`src/rtl/jt51_pkg.sv`:
```
`default_nettype none
// ============================================================================
// Module      : jt51_pkg
// Description : Shared constants for the phase-generator parameter scheduler.
//               Defines the write-select field codes, the slot and channel
//               counts, and the depth of the phase-reset delay pipe.
// Revision    : 1.0 - initial release
// ============================================================================
package jt51_pkg;

  localparam int C_SLOTS  = 32;
  localparam int C_CHANS  = 8;
  localparam int C_PG_DLY = 2;

  // Codes 5..7 are unassigned and are silently ignored by the write port.
  typedef enum logic [2:0] {
    SEL_KC    = 3'd0,
    SEL_KF    = 3'd1,
    SEL_DTMUL = 3'd2,
    SEL_DT2   = 3'd3,
    SEL_KON   = 3'd4
  } wr_sel_e;

endpackage
`default_nettype wire

```
`src/rtl/jt51_pg_sched_dly.sv`:
```
`default_nettype none
// ============================================================================
// Module      : jt51_pg_sched_dly
// Description : Clock-enable gated N-stage single-bit delay line with a
//               synchronous clear. The line shifts only on cycles where
//               i_cen is high and holds its contents otherwise.
// Ports       : clk   - system clock
//               rst   - synchronous active-high clear
//               i_cen - shift enable
//               i_d   - serial input
//               o_q   - output of the last stage
// Revision    : 1.0 - initial release
// ============================================================================
module jt51_pg_sched_dly #(
  parameter int DEPTH = 2
) (
  input  logic clk,
  input  logic rst,
  input  logic i_cen,
  input  logic i_d,
  output logic o_q
);

  logic [DEPTH-1:0] r_sh;

  generate
    if (DEPTH == 1) begin : g_single
      always_ff @(posedge clk) begin
        if (rst) begin
          r_sh <= '0;
        end else if (i_cen) begin
          r_sh <= i_d;
        end
      end
    end else begin : g_chain
      always_ff @(posedge clk) begin
        if (rst) begin
          r_sh <= '0;
        end else if (i_cen) begin
          r_sh <= {r_sh[DEPTH-2:0], i_d};
        end
      end
    end
  endgenerate

  assign o_q = r_sh[DEPTH-1];

endmodule
`default_nettype wire

```
`src/rtl/jt51_pg_sched.sv`:
```
`default_nettype none
// ============================================================================
// Module      : jt51_pg_sched
// Description : Slot scheduler for the phase generator. A 5-bit slot counter
//               walks all 32 operator slots; for each slot the channel
//               frequency (kc/kf) and operator parameters (mul/dt1/dt2) are
//               presented on registered outputs, and a key-on rising edge
//               raises a one-cen-cycle phase reset aligned to pipeline
//               stage III (two cen cycles after the parameters).
// Ports       : clk, rst      - clock, synchronous active-high reset
//               cen           - clock enable for the slot sequence
//               wr_en/wr_sel/wr_slot/wr_data - parameter write port
//               slot, zero    - presented slot, high while slot == 0
//               kc, kf        - channel frequency of slot[2:0]
//               mul, dt1, dt2 - operator parameters of slot
//               pg_rst_III    - phase reset at stage III
//               mask          - per-slot mask (only with the option below)
// Options     : JT51_PG_SCHED_MASK_EN - adds mask[31:0]; a masked slot
//               presents zero mul/dt1/dt2 and forces pg_rst_III high.
// Revision    : 1.0 - initial release
// ============================================================================
module jt51_pg_sched
  import jt51_pkg::*;
(
  input  logic        clk,
  input  logic        rst,
  input  logic        cen,
  input  logic        wr_en,
  input  logic [2:0]  wr_sel,
  input  logic [4:0]  wr_slot,
  input  logic [7:0]  wr_data,
`ifdef JT51_PG_SCHED_MASK_EN
  input  logic [31:0] mask,
`endif
  output logic [4:0]  slot,
  output logic [6:0]  kc,
  output logic [5:0]  kf,
  output logic [3:0]  mul,
  output logic [2:0]  dt1,
  output logic [1:0]  dt2,
  output logic        pg_rst_III,
  output logic        zero
);

  // Parameter storage
  logic [6:0]         r_kc_mem  [0:C_CHANS-1];
  logic [5:0]         r_kf_mem  [0:C_CHANS-1];
  logic [3:0]         r_mul_mem [0:C_SLOTS-1];
  logic [2:0]         r_dt1_mem [0:C_SLOTS-1];
  logic [1:0]         r_dt2_mem [0:C_SLOTS-1];
  logic [C_SLOTS-1:0] r_kon;
  logic [C_SLOTS-1:0] r_seen;

  // Presented outputs; r_slot doubles as the slot counter.
  logic [4:0] r_slot;
  logic [6:0] r_kc;
  logic [5:0] r_kf;
  logic [3:0] r_mul;
  logic [2:0] r_dt1;
  logic [1:0] r_dt2;
  logic       r_zero;
  logic       r_req;

  logic [4:0] w_nxt;
  logic       w_edge;
  logic       w_mask;

  // The slot being loaded on this cen edge is the one after the presented one.
  assign w_nxt  = r_slot + 5'd1;
  assign w_edge = r_kon[w_nxt] & ~r_seen[w_nxt];

`ifdef JT51_PG_SCHED_MASK_EN
  assign w_mask = mask[w_nxt];
`else
  assign w_mask = 1'b0;
`endif

  // Write port. Storage is read combinationally by the sequencer before these
  // non-blocking updates land, so a write to the slot being loaded on the same
  // edge shows up only on the next visit.
  always_ff @(posedge clk) begin
    if (rst) begin
      for (int i = 0; i < C_CHANS; i++) begin
        r_kc_mem[i] <= '0;
        r_kf_mem[i] <= '0;
      end
      for (int i = 0; i < C_SLOTS; i++) begin
        r_mul_mem[i] <= '0;
        r_dt1_mem[i] <= '0;
        r_dt2_mem[i] <= '0;
      end
      r_kon <= '0;
    end else if (wr_en) begin
      case (wr_sel)
        SEL_KC:    r_kc_mem[wr_slot[2:0]] <= wr_data[6:0];
        SEL_KF:    r_kf_mem[wr_slot[2:0]] <= wr_data[7:2];
        SEL_DTMUL: begin
          r_dt1_mem[wr_slot] <= wr_data[6:4];
          r_mul_mem[wr_slot] <= wr_data[3:0];
        end
        SEL_DT2:   r_dt2_mem[wr_slot] <= wr_data[1:0];
        SEL_KON:   r_kon[wr_slot]     <= wr_data[0];
        default:   ;
      endcase
    end
  end

  // Sequencer: advances and loads the next slot's parameters on cen cycles.
  always_ff @(posedge clk) begin
    if (rst) begin
      r_slot <= '0;
      r_zero <= 1'b1;
      r_kc   <= '0;
      r_kf   <= '0;
      r_mul  <= '0;
      r_dt1  <= '0;
      r_dt2  <= '0;
      r_req  <= 1'b0;
      r_seen <= '0;
    end else if (cen) begin
      r_slot <= w_nxt;
      r_zero <= (w_nxt == 5'd0);
      r_kc   <= r_kc_mem[w_nxt[2:0]];
      r_kf   <= r_kf_mem[w_nxt[2:0]];
      r_mul  <= w_mask ? 4'd0 : r_mul_mem[w_nxt];
      r_dt1  <= w_mask ? 3'd0 : r_dt1_mem[w_nxt];
      r_dt2  <= w_mask ? 2'd0 : r_dt2_mem[w_nxt];
      // A masked slot injects a reset request into the same pipe so that
      // the forced reset lands on its stage III like a key-on reset would.
      r_req  <= w_edge | w_mask;
      // Edge memory tracks only what is seen at visits, so an off/on pair
      // between two visits is invisible.
      r_seen[w_nxt] <= r_kon[w_nxt];
    end
  end

  // r_req is aligned with the parameter outputs; the pipe adds two more cen
  // cycles to reach stage III.
  jt51_pg_sched_dly #(
    .DEPTH (C_PG_DLY)
  ) u_dly (
    .clk   (clk),
    .rst   (rst),
    .i_cen (cen),
    .i_d   (r_req),
    .o_q   (pg_rst_III)
  );

  assign slot = r_slot;
  assign zero = r_zero;
  assign kc   = r_kc;
  assign kf   = r_kf;
  assign mul  = r_mul;
  assign dt1  = r_dt1;
  assign dt2  = r_dt2;

endmodule
`default_nettype wire

```
`config.mk`:
```
export PLATFORM = sky130hd
export DESIGN_NAME = jt51_pg_sched
export DESIGN_NICKNAME = d
export VERILOG_FILES = /design/src/rtl/jt51_pkg.sv /design/src/rtl/jt51_pg_sched_dly.sv /design/src/rtl/jt51_pg_sched.sv
export SDC_FILE = /design/constraint.sdc
export NUM_CORES = 1
export LEC_CHECK = 0
export BUFFER_PORTS_ARGS = -buffer_cell sky130_fd_sc_hd__buf_2
export CORE_AREA = 5 5 356 183
export DETAILED_ROUTE_END_ITERATION = 12
export DIE_AREA = 0 0 361 188
export PLACE_DENSITY = 0.54
export SLEW_MARGIN = 40
export SYNTH_ARGS = -nofsm -noshare
export SYNTH_HDL_FRONTEND = slang
export SYNTH_SLANG_ARGS = --single-unit
export TNS_END_PERCENT = 20
```
`constraint.sdc`:
```
create_clock -name clk -period 3.7 [get_ports clk]
set_input_delay 0.74 -clock clk [delete_from_list [all_inputs] [get_ports clk]]
set_output_delay 0.74 -clock clk [all_outputs]
set_load 0.01 [all_outputs]
```
# Word level (Yosys, flattened, before mapping)
# Memories as Yosys holds them, arrays and structs flattened. A register that Yosys moved wholly into a read port is not among the register bits.
# Cells that the tools add are included.
[word_totals]
reg_bits = 73
latchBits = 0
ramBits = 392
mem_bits_ro = 0
in_bits = 20
out_inout_bits = 29
word_cells = 75
n_memories = 5
[mem_list]
columns = ["name", "words", "word_bits", "read_ports", "rd_ports_with_merged_regs", "wr", "line_no", "rtl"]
rows = [
  ["r_mul_mem", 32, 4, 1, 1, 32, "jt51_pg_sched.sv:48", "logic [3:0] r_mul_mem [0:C_SLOTS-1];"],
  ["r_dt1_mem", 32, 3, 1, 1, 32, "jt51_pg_sched.sv:49", "logic [2:0] r_dt1_mem [0:C_SLOTS-1];"],
  ["r_dt2_mem", 32, 2, 1, 1, 32, "jt51_pg_sched.sv:50", "logic [1:0] r_dt2_mem [0:C_SLOTS-1];"],
  ["r_kc_mem", 8, 7, 1, 1, 8, "jt51_pg_sched.sv:46", "logic [6:0] r_kc_mem [0:C_CHANS-1];"],
  ["r_kf_mem", 8, 6, 1, 1, 8, "jt51_pg_sched.sv:47", "logic [5:0] r_kf_mem [0:C_CHANS-1];"],
]
[op_classes]
addsub = 1
n_mul = 0
div_mod_pow = 0
order_cmp = 4
eq_ne = 4
shifts = 0
mux = 43
n_bitwise = 2
n_reduce_logical = 10
[op_table]
columns = ["cell", "count"]
rows = [
  ["bitwise mux 32 bit", 2],
  ["2-to-1 mux 1 bit", 27],
  ["2-to-1 mux 5 bit", 3],
  ["< comparator 5 x 6 -> 1 bit, second input constant", 2],
  ["binary-select mux 1 bit (select 5 bit)", 2],
  ["demux 1 bit (select 5 bit)", 2],
  [">= comparator 5 x 1 -> 1 bit, second input constant", 2],
  ["2-to-1 mux 3 bit", 3],
  ["2-to-1 mux 7 bit", 1],
  ["OR reduction 7 bit", 1],
  ["equality test 3 x 2 -> 1 bit, second input constant", 2],
  ["2-to-1 mux 6 bit", 1],
  ["OR reduction 6 bit", 1],
  ["adder 5 x 1 -> 5 bit, second input constant", 1],
  ["zero test 5 bit", 1],
  ["2-to-1 mux 4 bit", 1],
  ["OR reduction 4 bit", 1],
  ["equality test 3 x 1 -> 1 bit, second input constant", 1],
  ["equality test 3 bit, second input constant", 1],
  ["zero test 3 bit", 1],
  ["OR reduction 3 bit", 1],
  ["logical AND 1 bit", 2],
  ["2-to-1 mux 2 bit", 1],
  ["AND reduction 2 bit", 1],
  ["3 further kinds", 3],
]

# Depth between registers and ports, before layout
# Gate-level depths: netlist of the first run.
[logic_depth]
ltp_word = 7
depth_mapped = 12
ltp_nobuf = 7

# Hierarchy
# From an unflattened synthesis of the first run, not the netlist that was laid out.
[hier_totals]
cells_unflattened = 1751
area_unflattened_um2 = 22610.4
[modules_own_cells]
columns = ["mod", "instances", "cells_each", "area_per_inst_um2", "seq_area_each_um2"]
rows = [
  ["jt51_pg_sched", 1, 1745, 22542.9, 13633.1],
  ["jt51_pg_sched_dly", 1, 6, 67.6, 40.0],
]

# Worst setup path after synthesis of the first run
# OpenSTA, ideal clock, no wires.
[synth_path]
path_type = "register to register"
startpoint = "reg r_slot[0] (netlist: slot[0])"
endpoint = "reg r_dt1[0] (netlist: dt1[0]), read port of r_dt1_mem"
setup_ns = 0.121
t_arrival_ns = 2.509
required_time_ns = 3.579
setup_slack_ns = 1.071
path_stages_with_launch = 11
path_buffers = 4
period_less_slack_ns = 2.629
path_cell_list = "dfxtp_1 -> buf_6 -> inv_1 -> ha_1 -> buf_4 -> buf_4 -> buf_2 -> mux4_2 -> mux4_2 -> o2111ai_1 -> nand2_1"
[synth_between]
elab_chain_len = 1
[synth_rtl]
columns = ["element", "line_no", "rtl"]
rows = [
  ["from (decl)", "jt51_pg_sched.sv:55", "logic [4:0] r_slot;"],
  ["from (signal assigned)", "jt51_pg_sched.sv:121", "r_slot <= w_nxt;"],
  ["adder 5 x 1 -> 5 bit", "jt51_pg_sched.sv:69", "assign w_nxt = r_slot + 5'd1;"],
  ["named net w_nxt[0]", "jt51_pg_sched.sv:64", "logic [4:0] w_nxt;"],
  ["to (decl)", "jt51_pg_sched.sv:59", "logic [2:0] r_dt1;"],
]
# The timed path passes the listed nets, and every way through them passes these cells.
# A chain may end at the register's enable or synchronous reset.

# Worst setup path after layout of the first run
[layout_path]
startpoint = "reg r_slot[1] (netlist: slot[1])"
endpoint = "reg r_seen[14]"
[layout_between]
elab_chain_len = 6
word_cells_on_any_way = 9
classes_between = "add/sub: 1; order compare: 2; mux: 5; reduce/logical: 1"
[layout_rtl]
columns = ["element", "line_no", "rtl"]
rows = [
  ["adder 5 x 1 -> 5 bit *", "jt51_pg_sched.sv:69", ""],
  ["< comparator 5 x 6 -> 1 bit (implied by the code) or >= comparator 5 x 1 -> 1 bit (tied branches)", "jt51_pg_sched.sv:133", "r_seen[w_nxt] <= r_kon[w_nxt];"],
  ["logical AND 1 bit (implied by the code)", "jt51_pg_sched.sv:133", ""],
  ["2-to-1 mux 1 bit (implied by the code)", "jt51_pg_sched.sv:133", ""],
  ["demux 1 bit (select 5 bit)", "jt51_pg_sched.sv:133", ""],
  ["bitwise mux 32 bit *", "jt51_pg_sched.sv:133", ""],
  ["to (signal, indexed assignment)", "jt51_pg_sched.sv:133", ""],
  ["to (decl)", "jt51_pg_sched.sv:52", "logic [C_SLOTS-1:0] r_seen;"],
]
# Mark *: on every way between the ends. The rest lies on a longest branch, timed or not. The select of a mux whose other input is x is not followed.

==> metrics, run 1 <==
setup violators final=0; most frequent cells in the layout=392 x edfxtp_1, 284 x and2_1, 168 x nor2_1; WL/cell=24.4 um; number of global-route vias before repair=13900; drt pass-1 iters=6; post-synthesis sequential area ratio=60.5%; grt ovf=0; asr flop ratio synth=0%; final std cells w/o fill=2654; floorplan core area=62000 sq um; All-Layer GR Usage=18.9%; initial antenna violation count=1; critical path type=flop to flop; Clock Tree Root=clkbuf_16; NumNets Final=1807; PostCTS Resize Cnt=0; dpl cell area=24000 sq um; Slew HR=44.5%; CTS Sinks=487; simple-gate share of the synthesized area=16.8%; HP Class=flop to flop; Post-Synth Adder-Cell Area=0.277%; fmax=316 MHz; DRT antenna net count=0; Die Area=67900 sq um; Post-Syn Nets=1777; Chip Height=188 um; Netlist cell types=53; Starting Density=36.5%; GP Congestion=0.841; post-DP HPWL=43500 um; largest family of logic cells by synthesized area=simple AND/OR/NAND/NOR gates; Die X-Extent=361 um; outcome=finished clean; Critical Path Sink Type=flop; largest net degree at the start of global routing=88; kind of cell with the highest combined delay on the critical path=simple AND/OR/NAND/NOR gates; Critical Path RT=4130 ps; Hold Vio Cnt, Final=0; CP Buf/Inv Count=0; Compound-Gate Fraction of Synth Area=4.97%; top fanout value on the critical path=33; Filler cells=5749; Cell Rows=65; crit share post-route=85.7%; I/O Buffers=48; Synth Area in XOR/XNOR=0.343%; area delta synth->final=12.3%; Post-synth EDFFs=392; CP cell instances=ha_1 > xor2_4 > nand3_1 > o221a_2 > nand4_4 > o21ai_0; CTS Hold Bufs=0; YS warnings=0; Hold Path End=r_seen[27]; Post-Route WL=64800 um; setup_tns=0 ps; design area=25400 sq um; CTS buffer count=45; Worst Tran Pin Value=833 ps; # DRC=0; Final Util=41.0%; number of post-CTS setup repair buffers=0; most common cell after layout, fill and taps aside=edfxtp_1; Main synth FF type=edfxtp_1; RSZ-0062 raised after global routing=false; layout cells sized above 1=18.6%; Leak=8.67 nW; CTS tree=built; Setup Skew=12.9 ps; maximum buffer depth of the clock tree=3; Min-Delay Path Depth=2; Slowest Stage Delay on Critical Path=620 ps; R2R Setup Slk=530 ps; peak supply drop=356 uV; Seq cells post-synth=487; H-tree Lvls=2; fin crit period=3170 ps; maxcap violations=0; WP data arrival=3600 ps; Post-Place Cells=2572; global-route wire length before repair=96000 um; CP Launch Type=flop; detailed router's first-iteration violation count=1659; Cells after Synth=1752; Reg2Reg Depth=6; Worst-Skew Late Latency=580 ps; Worst R2R Start=slot[1]; DR vias=14400; PwrDens=483 nW/um^2; Mapped Area=22600 sq um; Boundary Pins=49; reg2reg end=r_seen[14]; post-synthesis mux area share=14.0%; Crit-path slowest cell=ha_1; Clock transition at path regs=60 ps; average instance area after synthesis=12.9 sq um; Max Slew Vio Count=0; worst hold start=r_seen[27]; vias per cell=5.43
-- flip-flops by register name, indices dropped and copies added (netlist names), 5 cells and up --
signal	cells
r_dt1_mem	96
kc	7
r_kc_mem	56
r_mul_mem	128
r_dt2_mem	64
r_seen	32
r_kf_mem	48
slot	5
kf	6
r_kon	32
-- where the power goes --
group / internal (mW) / leakage [nW] / switching, mW
registers: 6.15 / 4.49 / 0.126
clock network: 2.49 / 0.682 / 2.12
logic: 0.538 / 3.49 / 0.848
-- synthesized netlist by cell type (4+ instances only) --
master | count | area share (%)
nor3b_1 | 5 | 0.17
edfxtp_1 | 392 | 52
or2_2 | 4 | 0.11
inv_1 | 7 | 0.12
mux2i_1 | 53 | 2.3
nor2b_1 | 6 | 0.17
xnor2_1 | 5 | 0.19
buf_1 | 7 | 0.12
and2_1 | 284 | 7.9
o21ai_0 | 104 | 2.3
o211ai_1 | 4 | 0.13
a32o_1 | 6 | 0.27
ha_1 | 5 | 0.28
nand3_1 | 47 | 1.0
a21oi_1 | 24 | 0.53
o2111ai_1 | 4 | 0.15
and3_1 | 50 | 1.4
nand2_1 | 156 | 2.6
dfxtp_1 | 95 | 8.4
a32oi_1 | 12 | 0.46
clkbuf_1 | 108 | 1.8
a311oi_1 | 14 | 0.54
buf_2 | 17 | 0.38
buf_4 | 17 | 0.56
mux4_2 | 114 | 11
nor2_1 | 169 | 2.8
-- logic make-up after synthesis --
logic type	Yosys count
adder cells (fa/ha/maj)	5
flip-flops	487
AO/OA/AOI/OAI	182
buffers and inverters	160
XOR/XNOR	8
AND/OR/NAND/NOR	740
multiplexers	170
-- layer usage --
layer  GRT usage, %  wire length (um)  part of all wire (%)
met1           30.8             32400                    50
met3           5.91              6600                    10
met4           2.81               764                   1.2
met5              0                 0                     0
met2           24.4             25000                    39
-- through the flow --
stage	setup WS (ps)	total power [mW]	hold slack (ps)
final	531	12.3	456
after global routing	298	12.7	480
after CTS	608	12.3	455
after detailed placement	619	7.77	445
after global placement	699	7.76	439
after floorplan	1070	7.19	425
-- worst min-delay path, delay by kind of cell, from the launching register on --
kind	cells	cell delay [ps]
flip-flops	1	310
multiplexers	1	50
AND/OR/NAND/NOR	1	50
-- final cells by class --
| class | instances | area (sq um) | share of cell area [%] |
|---|---|---|---|
| diodes | 1 | 2.50 | 0.00986 |
| clock buffers | 60 | 1230 | 4.86 |
| flip-flops and latches | 487 | 13700 | 53.9 |
| well taps | 837 | 1050 | 4.12 |
| repair buffers | 135 | 938 | 3.70 |
| multi-input cells | 1105 | 8300 | 32.7 |
| inverters | 8 | 30.0 | 0.118 |
| clock inverters | 21 | 156 | 0.616 |
-- how the worst max path moves through the flow --
stage                 start          to  slack (ps)  depth (start not counted)
floorplan           slot[0]      dt1[0]        1070                         10
global placement    slot[1]  r_seen[12]         700                          7
detailed placement  slot[1]  r_seen[14]         620                          7
CTS                 slot[1]  r_seen[18]         610                          8
global route        slot[1]  r_seen[14]         300                          6
finish              slot[1]  r_seen[14]         530                          6
Note: power is estimated with default switching activity, not from simulation.
==> inputs of run 2 (changes only) <==
--- a/config.mk
+++ b/config.mk
@@ -6,10 +6,11 @@
 export NUM_CORES = 1
 export LEC_CHECK = 0
 export BUFFER_PORTS_ARGS = -buffer_cell sky130_fd_sc_hd__buf_2
-export CORE_AREA = 5 5 356 183
+export CORE_AREA = 5 5 343 177
 export DETAILED_ROUTE_END_ITERATION = 12
-export DIE_AREA = 0 0 361 188
-export PLACE_DENSITY = 0.54
+export DIE_AREA = 0 0 348 182
+export PLACE_DENSITY = 0.57
+export SKIP_LAST_GASP = 1
 export SLEW_MARGIN = 40
 export SYNTH_ARGS = -nofsm -noshare
 export SYNTH_HDL_FRONTEND = slang
==> run 2 against run 1 <==
Compared with the run above:
- die area shrank 6.7%
- non-clock buffer count grew 1
- clock power shrank 2%
- critical path type unchanged
- sequential share of layout area grew 0.082 points
- critical endpoint is now r_seen[30]
- clock skew grew 1.7 ps
- maximum frequency grew 1.3%
- global-route usage grew 0.41 points
- worst hold slack lost 12 ps
- clock-buffer cell count shrank 8
==> metrics, run 2 (synthesized netlist as in run 1, its figures left out) <==
outcome=finished clean; Slew HR=45.8% (+1.3 points); Min-Delay Path Depth=2 (unchanged); maximum buffer depth of the clock tree=3 (unchanged); CTS buffer count=44 (-2.2%); biggest regs=r_mul_mem (128), r_dt1_mem (96), r_dt2_mem (64); Hold Vio Cnt, Final=0 (unchanged); NumNets Final=1807 (unchanged); max FFs per register=128 (unchanged); Filler cells=5297 (-7.9%); Crit-path slowest cell=ha_1; vias per cell=5.57 (+2.6%); Critical Path Sink Type=flop; Worst Tran Pin Value=814 ps (-19.5 ps); PostCTS Resize Cnt=0 (unchanged); Slowest Stage Delay on Critical Path=550 ps (-70 ps); kind of cell with the highest combined delay on the critical path=simple AND/OR/NAND/NOR gates; CTS tree=built; Leak=8.66 nW (about the same); Clock Tree Root=clkbuf_16; global-route wire length before repair=91800 um (-4.3%); CP Launch Type=flop; number of post-CTS setup repair buffers=0 (unchanged); most frequent cells in the layout=392 x edfxtp_1, 283 x and2_1, 168 x nor2_1; largest net degree at the start of global routing=113 (+28%); fmax=320 MHz (+1.3%); dpl cell area=23900 sq um (-0.14%); detailed router's first-iteration violation count=1749 (+5.4%); final worst setup slack=572 ps (+41.5 ps); floorplan core area=57900 sq um (-6.6%); I/O Buffers=48 (unchanged); setup_tns=0 ps (unchanged); pre-CTS setup slack=619 ps (+0.446 ps); setup violators final=0 (unchanged); Max Slew Vio Count=0 (unchanged); design area=25300 sq um (-0.15%); most common cell after layout, fill and taps aside=edfxtp_1; Post-Place Cells=2516 (-2.2%); WL/cell=23.8 um (-2.7%); layout cells sized above 1=18.7% (+0.11 points); WP data arrival=3550 ps (-50 ps); number of global-route vias before repair=13700 (-1.5%); initial antenna violation count=0 (-1); Cell Rows=63 (-3.1%); grt ovf=0 (unchanged); # DRC=0 (unchanged); CTS Hold Bufs=0 (unchanged); peak supply drop=372 uV (+4.4%); HP Class=flop to flop; PwrDens=478 nW/um^2 (-1.1%); cell count along the critical path=6 (unchanged); area delta synth->final=12.1%; crit share post-route=84.5% (-1.1 points); Boundary Pins=49 (unchanged); final std cells w/o fill=2598 (-2.1%); CTS Sinks=487 (unchanged); Post-Route WL=61700 um (-4.7%); CP cell instances=ha_1 > xor2_4 > nand3_1 > o221a_2 > nand4_4 > mux2i_1; DRT antenna net count=0 (unchanged); Clock transition at path regs=70 ps (about the same); GP Congestion=0.811 (-3.5%); critical path type=flop to flop; Critical Path RT=4120 ps (about the same); RSZ-0062 raised after global routing=false; Chip Height=182 um (-3.2%); DR vias=14500 (+0.46%); total power draw=12.1 mW (-1.3%); CP Buf/Inv Count=0 (unchanged); Setup Skew=14.5 ps (+1.68 ps); Starting Density=39.1% (+2.6 points); most flop-heavy register=r_mul_mem; fin crit period=3130 ps (-41.5 ps); Die Area=63300 sq um (-6.7%); All-Layer GR Usage=19.3% (+0.41 points); Die X-Extent=348 um (-3.6%); Hold WS=445 ps (-11.6 ps); Worst-Skew Late Latency=560 ps (-20 ps); top fanout value on the critical path=33 (unchanged); Final Util=43.8% (+2.8 points); drt pass-1 iters=5 (-1); H-tree Lvls=2 (unchanged); maxcap violations=0 (unchanged); post-DP HPWL=41000 um (-5.7%); Reg2Reg Depth=6 (unchanged)
## run 2: cell types whose count changed in the layout (fill, tap and decap cells not counted), moves of 4 or more
cell      delta
buf_2        -4
clkbuf_1     -6
clkinv_1     +8
clkinv_2     -6
## run 2: path summary, 6_finish.rpt
kind,end,start,slack [ps]
max,r_seen[30],slot[1],570
min,dt1[1],dt1[1],440
max reg2reg,r_seen[30],slot[1],570
min reg2reg,dt1[1],dt1[1],440
## run 2: per-layer routing
| metal | global-route usage, % | wire, um | vias up |
|---|---|---|---|
| li1 | - | - | 6447 |
| met1 | 31.8 | 30800 | 7339 |
| met2 | 25.0 | 24100 | 625 |
| met3 | 5.57 | 6080 | 65 |
| met4 | 2.85 | 707 | 0 |
| met5 | 0 | 0 | - |
## run 2: power by group
group	total, mW	switching [mW]	internal, mW
Clock	4.52	2.06	2.46
Combinational	1.32	0.783	0.540
Sequential	6.27	0.122	6.15
Total	12.1	2.97	9.15
## run 2: area by class of cell
class                      instances  area, sq um  share of cell area (%)
inverter                           8         30.0                   0.118
antenna                            2         5.00                  0.0197
timing repair buffer             136          981                    3.87
sequential                       487        13700                    54.0
multi-input combinational       1105         8300                    32.7
tap                              780          976                    3.85
clock buffer                      52         1160                    4.59
clock inverter                    28          218                   0.859
## run 2: tightest hold or removal path, stage by stage, from the launching register on
cell and delay [ps]:
dfxtp_1 310, nand2_1 50, nand2_1 40
